==> src/rtl/hermes_inject_arbiter.sv <==
// hermes_inject_arbiter: packet-granular round-robin sharing of one HermesNoC router local input port
// A grant spans header, size and payload flits so packets never interleave on the router port.
module hermes_inject_arbiter #(
   parameter int NUM_REQ   = 4,
   parameter int FLIT_SIZE = 32
) (
   input  logic                 clk_i,
   input  logic                 rst_ni,
   input  logic [NUM_REQ-1:0]   req_rx_i,
   input  logic [FLIT_SIZE-1:0] req_data_i [NUM_REQ],
   output logic [NUM_REQ-1:0]   req_credit_o,
   output logic                 rx_o,
   output logic [FLIT_SIZE-1:0] data_o,
   input  logic                 credit_i,
   output logic [NUM_REQ-1:0]   grant_o,
   output logic                 busy_o,
   output logic [15:0]          pkt_cnt_o
);
   localparam int IW = $clog2(NUM_REQ);
   typedef enum logic [1:0] {IDLE, HEADER, SIZE, PAYLOAD} state_t;
   state_t state, state_nxt;
   logic [IW-1:0] owner, rr_ptr, sel;
   logic [FLIT_SIZE-1:0] remaining;
   logic found, xfer, release_pkt;
   // descending scan so the requester nearest rr_ptr is assigned last and wins
   always_comb begin
      found = 1'b0;
      sel = rr_ptr;
      for (int i = NUM_REQ - 1; i >= 0; i--)
         if (req_rx_i[(int'(rr_ptr) + i) % NUM_REQ]) begin
            found = 1'b1;
            sel = IW'((int'(rr_ptr) + i) % NUM_REQ);
         end
   end
   always_ff @(posedge clk_i)
      state <= !rst_ni ? IDLE : state_nxt;
   always_comb begin
      state_nxt = state;
      case (state)
         IDLE:    state_nxt = found ? HEADER : IDLE;
         HEADER:  state_nxt = xfer ? SIZE : HEADER;
         SIZE:    state_nxt = !xfer ? SIZE : (data_o == '0) ? IDLE : PAYLOAD;
         PAYLOAD: state_nxt = release_pkt ? IDLE : PAYLOAD;
         default: state_nxt = IDLE;
      endcase
   end
   always_comb begin
      busy_o = state != IDLE;
      rx_o = busy_o && req_rx_i[owner];
      data_o = busy_o ? req_data_i[owner] : '0;
      req_credit_o = credit_i ? grant_o : '0;
      xfer = rx_o && credit_i;
      release_pkt = xfer && ((state == SIZE && data_o == '0) ||
                             (state == PAYLOAD && remaining == FLIT_SIZE'(1)));
   end
   always_ff @(posedge clk_i) begin
      if (!rst_ni) begin
         owner     <= '0;
         grant_o   <= '0;
         rr_ptr    <= '0;
         remaining <= '0;
         pkt_cnt_o <= '0;
      end else begin
         if (state == IDLE && found) begin
            owner   <= sel;
            grant_o <= NUM_REQ'(1) << sel;
         end
         if (release_pkt) begin
            grant_o   <= '0;
            rr_ptr    <= (owner == IW'(NUM_REQ - 1)) ? '0 : owner + IW'(1);
            pkt_cnt_o <= pkt_cnt_o + 16'd1;
         end
         if (xfer && state == SIZE) remaining <= data_o;
         else if (xfer && state == PAYLOAD) remaining <= remaining - FLIT_SIZE'(1);
      end
   end
endmodule

==> config.mk <==
export PLATFORM = sky130hd
export DESIGN_NAME = hermes_inject_arbiter
export DESIGN_NICKNAME = d
export VERILOG_FILES = /design/src/rtl/hermes_inject_arbiter.sv
export SDC_FILE = /design/constraint.sdc
export NUM_CORES = 1
export LEC_CHECK = 0
export ABC_AREA = 1
export CAP_MARGIN = 20
export CELL_PAD_IN_SITES_DETAIL_PLACEMENT = 0
export CELL_PAD_IN_SITES_GLOBAL_PLACEMENT = 1
export CORE_MARGIN = 1.5
export CORE_UTILIZATION = 29
export CTS_BUF_LIST = sky130_fd_sc_hd__clkbuf_16
export DETAILED_ROUTE_END_ITERATION = 10
export HOLD_SLACK_MARGIN = 0.12
export PLACE_DENSITY = 0.89
export SLEW_MARGIN = 20
export SYNTH_ARGS = -nofsm -noshare
export SYNTH_HDL_FRONTEND = slang
export SYNTH_SLANG_ARGS = --single-unit
==> constraint.sdc <==
create_clock -name clk_i -period 2.9 [get_ports clk_i]
set_clock_uncertainty 0.1 [all_clocks]
set_input_delay 0.58 -clock clk_i [delete_from_list [all_inputs] [get_ports clk_i]]
set_output_delay 0.58 -clock clk_i [all_outputs]
set_load 0.02 [all_outputs]
* After elaboration in Yosys (flattened, before gate mapping)
Index checks and enable logic that the tools add are counted.
** Word-level totals
- Register bits :: 58
- Bits of input ports :: 135
- Output and inout port bits :: 58
- Logic and storage cells :: 81
** Operators by class
- Add/sub/neg operators :: 6
- $lt $le $gt $ge :: 6
- Equality and inequality tests :: 5
- Shifts and indexed selects :: 1
- Multiplexer cells :: 35
- Bitwise gates (word level) :: 5
- Reduce and logical (&&, ||, !) cells :: 17
** Operator list (number)
- two-way mux 32 bit :: 5
- binary-select mux 32 bit (select 2 bit) :: 1
- equality test 32 x 1 -> 1 bit (second input constant) :: 1
- logical NOT 32 bit :: 1
- subtractor 32 x 1 -> 32 bit (second input constant) :: 1
- two-way mux 2 bit :: 9
- adder 16 x 1 -> 16 bit (second input constant) :: 1
- two-way mux 1 bit :: 13
- < comparator 3 x 4 -> 1 bit (second input constant) :: 3
- binary-select mux 1 bit (select 2 bit) :: 5
- logical AND 1 bit :: 8
- case mux 2 bit (4 select lines) :: 1
- OR reduction 2 bit :: 4
- equality test 2 bit (second input constant) :: 3
- < comparator 2 x 3 -> 1 bit (second input constant) :: 2
- adder 2 x 1 -> 2 bit (second input constant) :: 2
- adder 2 bit (second input constant) :: 2
- two-way mux 4 bit :: 1
- nonzero test 2 bit :: 2
- left shift 1 x 2 -> 4 bit (first input constant) :: 1
- bitwise AND 1 bit (first input constant) :: 3
- greater-or-equal comparator 3 bit (second input constant) :: 1
- NOT 2 -> 3 bit :: 1
- equality test 2 x 1 -> 1 bit (second input constant) :: 1
- other kinds (3) :: 3

* Longest topological paths before layout
Gate-level depths: netlist of run 1.
- Depth in word-level cells :: 12
- Gate-level depth with buffers :: 17
- Depth with buffers taken out :: 16

* Least setup slack after synthesis of run 1
Ideal clock, no wire load.
- Kind :: input to register
- Start :: input port req_rx_i[1]
- End :: register pkt_cnt_o[2]
- Setup time :: 0.111 ns
- Data arrival time :: 1.870 ns
- Data required time :: 2.689 ns
- Slack :: 0.819 ns
- Stages on the path :: 14
- Path buffers :: 1
- Path through :: inv_1 -> a21oi_1 -> o21ai_0 -> nand2_1 -> nand3_1 -> inv_2 -> nand2_1 -> inv_2 -> nand3_2 -> nand2_2 -> buf_4 -> nand3_1 -> nand3_1 -> inv_1
** On the way
- Cells in the longest elaborated chain, start to end :: 5
** Ends and longest elaborated chain
- start: declaration :: line 9 : input logic [NUM_REQ-1:0] req_rx_i,
- binary-select mux 1 bit (select 2 bit) :: line 49 : rx_o = busy_o && req_rx_i[owner];
- two-way mux 1 bit (implied by the code) :: line 49
- logical AND 1 bit :: line 49
- logical AND 1 bit :: line 52 : xfer = rx_o && credit_i;
- logical AND 1 bit :: line 53 : release_pkt = xfer && ((state == SIZE && data_o == '0) ||
- end signal: assignment :: line 71 : pkt_cnt_o <= pkt_cnt_o + 16'd1;
- end: declaration :: line 17 : output logic [15:0] pkt_cnt_o
Every way passes these cells. The select of a mux whose other input is x is not followed.
A chain may end at the register's enable or synchronous reset.

* Worst setup path after layout of run 1
- Start :: register owner[0]
- End :: output port data_o[13]
** On the way
- Cells in the longest elaborated chain, start to end :: 5
** Ends and longest elaborated chain
- start: declaration :: line 22 : logic [IW-1:0] owner, rr_ptr, sel;
- start signal: assignment :: line 65 : owner <= sel;
- NOT 2 -> 3 bit (implied by the code) :: line 50 : data_o = busy_o ? req_data_i[owner] : '0;
- binary-select mux 32 bit (select 2 bit) :: line 50
- two-way mux 32 bit (implied by the code) (2 in series) :: line 50
- two-way mux 32 bit :: line 50
- end: declaration :: line 13 : output logic [FLIT_SIZE-1:0] data_o,
Every way passes these cells. The select of a mux whose other input is x is not followed.

==> results of run 1 <==
[power groups by stage]
stage          logic [mW]  registers, mW  clock network [mW]
2_1_floorplan        2.00          0.923                   0
3_3_place_gp         3.28          0.925                   0
3_5_place_dp         3.29          0.926                   0
4_1_cts              3.31          0.909                1.14
5_1_grt              3.63          0.920                1.18
6_report             3.28          0.912                1.13
[state kept, by name, indices dropped and copies added, names as in the netlist]
name	cells
remaining	32
pkt_cnt_o	16
grant_o	4
owner	2
rr_ptr	2
state	2
[logic make-up after synthesis]
group           after synthesis  share of synthesized area, %
simple gates                585                          47.0
buf+inv                     170                          13.1
compound gates              124                          12.8
flops                        58                          22.4
xor+xnor                     22                          3.72
fa+ha+maj                     4                         0.965
[final timing paths]
| kind | endpoint | startpoint |
|---|---|---|
| max | data_o[13] | owner[0] |
| min | remaining[5] | remaining[5] |
| max reg2reg | pkt_cnt_o[6] | owner[0] |
| min reg2reg | remaining[5] | remaining[5] |
[timing repair]
action                     CTS  global route
hold buffers                 0             0
buffers inserted             0             0
hold endpoints to repair     0             0
resized for setup            0             7
setup endpoints to repair    0             6
[routing by layer]
layer  vias up  GRT usage [%]  wire, microns
li1       3433              -              -
met1      3044           27.5           9030
met2       204           37.4           9440
met3        27           4.93           1320
met4         0           4.55            348
met5         -              0              0
[area by class of cell]
cell class	count	area, sq um
Fill cell	1850	9570
Multi-Input combinational cell	735	3340
Timing Repair Buffer	216	2220
Sequential cell	58	1160
Inverter	125	469
Tap cell	225	282
Clock buffer	9	225
Clock inverter	7	85.1
[tightest hold or removal path, stage by stage (launching register included)]
cell and delay (ns):
sky130_fd_sc_hd__dfxtp_1 0.31, sky130_fd_sc_hd__nand2_1 0.06, sky130_fd_sc_hd__a21oi_1 0.05
[cell usage after synthesis (2+ instances only)]
cell type	number	area, sq um
sky130_fd_sc_hd__nor2_2	2	12.5
sky130_fd_sc_hd__clkbuf_1	22	82.6
sky130_fd_sc_hd__ha_1	4	50.1
sky130_fd_sc_hd__buf_4	3	22.5
sky130_fd_sc_hd__inv_1	120	450
sky130_fd_sc_hd__o211ai_1	3	22.5
sky130_fd_sc_hd__o21ai_1	4	20.0
sky130_fd_sc_hd__a22oi_1	2	15.0
sky130_fd_sc_hd__xnor2_1	11	96.3
sky130_fd_sc_hd__a211oi_1	4	30.0
sky130_fd_sc_hd__or2_2	4	25.0
sky130_fd_sc_hd__a31oi_1	5	31.3
sky130_fd_sc_hd__a21oi_1	58	290
sky130_fd_sc_hd__dfxtp_1	58	1160
sky130_fd_sc_hd__nor4_1	4	25.0
sky130_fd_sc_hd__inv_2	5	18.8
sky130_fd_sc_hd__o21ai_0	44	220
sky130_fd_sc_hd__nand4_1	13	81.3
sky130_fd_sc_hd__buf_2	19	95.1
sky130_fd_sc_hd__nor3_1	16	80.1
sky130_fd_sc_hd__xor2_1	11	96.3
sky130_fd_sc_hd__nor2_1	90	338
sky130_fd_sc_hd__nand2_1	329	1230
sky130_fd_sc_hd__nand3_1	124	621
==> flow_results.xml, run 1 <==
<?xml version="1.0" encoding="UTF-8"?>
<metrics>
  <group name="timing">
    <metric name="maxSlewHeadroom" unit="%">50.0</metric>
    <metric name="setup_total_negative_slack" unit="ns">0</metric>
    <metric name="timing.final.hold_violations" unit="">0</metric>
    <metric name="setup_viol" unit="">0</metric>
    <metric name="layout_worst_path_cycle_share" unit="%">96.4</metric>
    <metric name="min_period" unit="ns">2.80</metric>
    <metric name="worst_slew_pin_slew" unit="ns">0.743</metric>
    <metric name="drv_slew" unit="">0</metric>
    <metric name="setup_ws" unit="ns">0.104</metric>
    <metric name="rsz0062_at_grt" unit="">no</metric>
    <metric name="fmaxAchievable" unit="MHz">358</metric>
    <metric name="holdWs" unit="ns">0.363</metric>
  </group>
  <group name="worst_setup_path">
    <metric name="timing.reg2reg.worst_path_depth" unit="">16</metric>
    <metric name="worstPathMaxFanout" unit="">68</metric>
    <metric name="startpoint_type_of_the_worst_setup_path" unit="">flop</metric>
    <metric name="crit_buf_inv" unit="">3</metric>
    <metric name="criticalPathCategory" unit="">reg -&gt; out</metric>
    <metric name="crit_chain" unit="">buf_12 -&gt; nand2_1 -&gt; nand3_1 -&gt; nand3_1 -&gt; inv_1 -&gt; clkdlybuf4s50_1</metric>
    <metric name="cp_data_required_time" unit="ns">2.22</metric>
    <metric name="worst-r2r-setup-slack" unit="ns">0.44</metric>
    <metric name="critical_path_arrival" unit="ns">2.12</metric>
    <metric name="critical-path-top-cell-by-count" unit="">sky130_fd_sc_hd__nand3_1</metric>
    <metric name="critPathSlowestCell" unit="">sky130_fd_sc_hd__clkdlybuf4s50_1</metric>
    <metric name="critPathTopFamily" unit="">buffers and inverters</metric>
    <metric name="endpoint_type_of_the_worst_setup_path" unit="">output port</metric>
    <metric name="total_number_of_cells_along_the_worst_setup_path" unit="">6</metric>
    <metric name="critPathMaxStageDelay" unit="ns">0.60</metric>
  </group>
  <group name="pwr">
    <metric name="switching_share" unit="%">45.7</metric>
    <metric name="vdd_drop_max" unit="mV">0.373</metric>
    <metric name="intPower" unit="mW">2.89</metric>
    <metric name="sequential_group_share_of_total_power" unit="%">17.2</metric>
    <metric name="totalPowerFinal" unit="mW">5.32</metric>
    <metric name="power.net_switching" unit="mW">2.43</metric>
    <metric name="pwr-share-comb" unit="%">61.7</metric>
    <metric name="p_clk_share" unit="%">21.2</metric>
    <metric name="power.leakage" unit="nW">3.79</metric>
    <metric name="power.density_cell_area" unit="nW/um^2">683</metric>
  </group>
  <group name="logic_synthesis">
    <metric name="syn-num-nets" unit="">1102</metric>
    <metric name="flip_flop_and_latch_count_after_synthesis" unit="">58</metric>
    <metric name="ys_warn_count" unit="">0</metric>
    <metric name="number_of_distinct_standard_cells_referenced_by_the_synthesized_netlist" unit="">32</metric>
    <metric name="postSynthCellCount" unit="">963</metric>
    <metric name="syn_area_per_cell" unit="sq um">5.39</metric>
    <metric name="number_of_flops_mapped_to_enable_cells_by_yosys" unit="">0</metric>
    <metric name="seq_area_frac_synth" unit="%">22.4</metric>
    <metric name="ys.flop_type" unit="">sky130_fd_sc_hd__dfxtp_1</metric>
    <metric name="syn_area" unit="sq um">5190</metric>
    <metric name="synth-async-reset-ratio" unit="%">0</metric>
  </group>
  <group name="placed_design">
    <metric name="place.gp.congestion" unit="">0.870</metric>
    <metric name="place_area" unit="sq um">7460</metric>
    <metric name="place.detailed.instances" unit="">1359</metric>
    <metric name="pre_cts_worst_setup_slack" unit="ns">0.0670</metric>
    <metric name="dp_hpwl" unit="mm">15.3</metric>
    <metric name="buffer_ports.inserted" unit="">192</metric>
  </group>
  <group name="status">
    <metric name="outcome" unit="">complete, no violations</metric>
  </group>
  <group name="final_layout">
    <metric name="mostFrequentLayoutCells" unit="">sky130_fd_sc_hd__nand2_1, sky130_fd_sc_hd__clkdlybuf4s50_1, sky130_fd_sc_hd__nand3_1</metric>
    <metric name="design_area" unit="sq um">7790</metric>
    <metric name="antenna_cells" unit="">0</metric>
    <metric name="final_common_cell" unit="">sky130_fd_sc_hd__nand2_1</metric>
    <metric name="post_route_cells_drive_above_1_share" unit="%">4.61</metric>
    <metric name="area_delta_synth_final" unit="%">50.1</metric>
    <metric name="post-route-util" unit="%">44.9</metric>
    <metric name="nets" unit="">1284</metric>
    <metric name="stdcell_count" unit="">1375</metric>
  </group>
  <group name="worst_hold_path">
    <metric name="worstHoldPathCells" unit="">2</metric>
    <metric name="hp-class" unit="">reg -&gt; reg</metric>
  </group>
  <group name="die">
    <metric name="top_level_ports" unit="">193</metric>
    <metric name="placeableCoreArea" unit="sq um">17400</metric>
    <metric name="initial_core_util" unit="%">29.9</metric>
    <metric name="dieHeight" unit="microns">137</metric>
    <metric name="die_area" unit="sq um">18700</metric>
    <metric name="core.rowCount" unit="">48</metric>
    <metric name="die_width" unit="microns">137</metric>
  </group>
  <group name="global_route">
    <metric name="groute.usage.overall" unit="%">21.7</metric>
    <metric name="grt_pass1_vias" unit="">6134</metric>
    <metric name="grt_overflow_total" unit="">0</metric>
    <metric name="grt_pass1_wl" unit="mm">31.7</metric>
    <metric name="grt_start_max_net_pins" unit="">69</metric>
    <metric name="antenna_found_initial" unit="">0</metric>
  </group>
  <group name="flow_run">
    <metric name="drv_cap" unit="">0</metric>
  </group>
  <group name="clock_network">
    <metric name="clkSlewWorstSetupHoldPaths" unit="ns">0.05</metric>
    <metric name="tritoncts.num_buffers" unit="">9</metric>
    <metric name="clock_tree.root_cell" unit="">sky130_fd_sc_hd__clkbuf_16</metric>
    <metric name="clock_latency_of_the_later_clocked_register_in_the_worst_skew_pair" unit="ns">0.33</metric>
    <metric name="cts_tree" unit="">built</metric>
    <metric name="cts_num_sinks" unit="">58</metric>
    <metric name="worst_case_clock_buffer_depth" unit="">2</metric>
    <metric name="cts.htree.levels" unit="">3</metric>
  </group>
  <group name="route">
    <metric name="route.final.wire_length" unit="mm">20.1</metric>
    <metric name="first_pass_iters" unit="">5</metric>
    <metric name="first_iter_violations" unit="">465</metric>
    <metric name="num_vias" unit="">6708</metric>
    <metric name="post_drt_wl_per_cell" unit="microns">14.7</metric>
    <metric name="post_drt_via_cell_ratio" unit="">4.88</metric>
    <metric name="detail-route-antenna-nets" unit="">0</metric>
    <metric name="detail_route.drc_violations" unit="">0</metric>
  </group>
</metrics>
Note: power is estimated with default switching activity, not from simulation.
==> run 2: changes to the inputs <==
--- a/config.mk
+++ b/config.mk
@@ -15,7 +15,8 @@
 export DETAILED_ROUTE_END_ITERATION = 10
 export HOLD_SLACK_MARGIN = 0.12
 export PLACE_DENSITY = 0.89
-export SLEW_MARGIN = 20
+export SKIP_CTS_REPAIR_TIMING = 1
+export SLEW_MARGIN = 0
 export SYNTH_ARGS = -nofsm -noshare
 export SYNTH_HDL_FRONTEND = slang
 export SYNTH_SLANG_ARGS = --single-unit
==> results of run 2 <==
Final layout, timing and power as in run 1 (identical DEF).
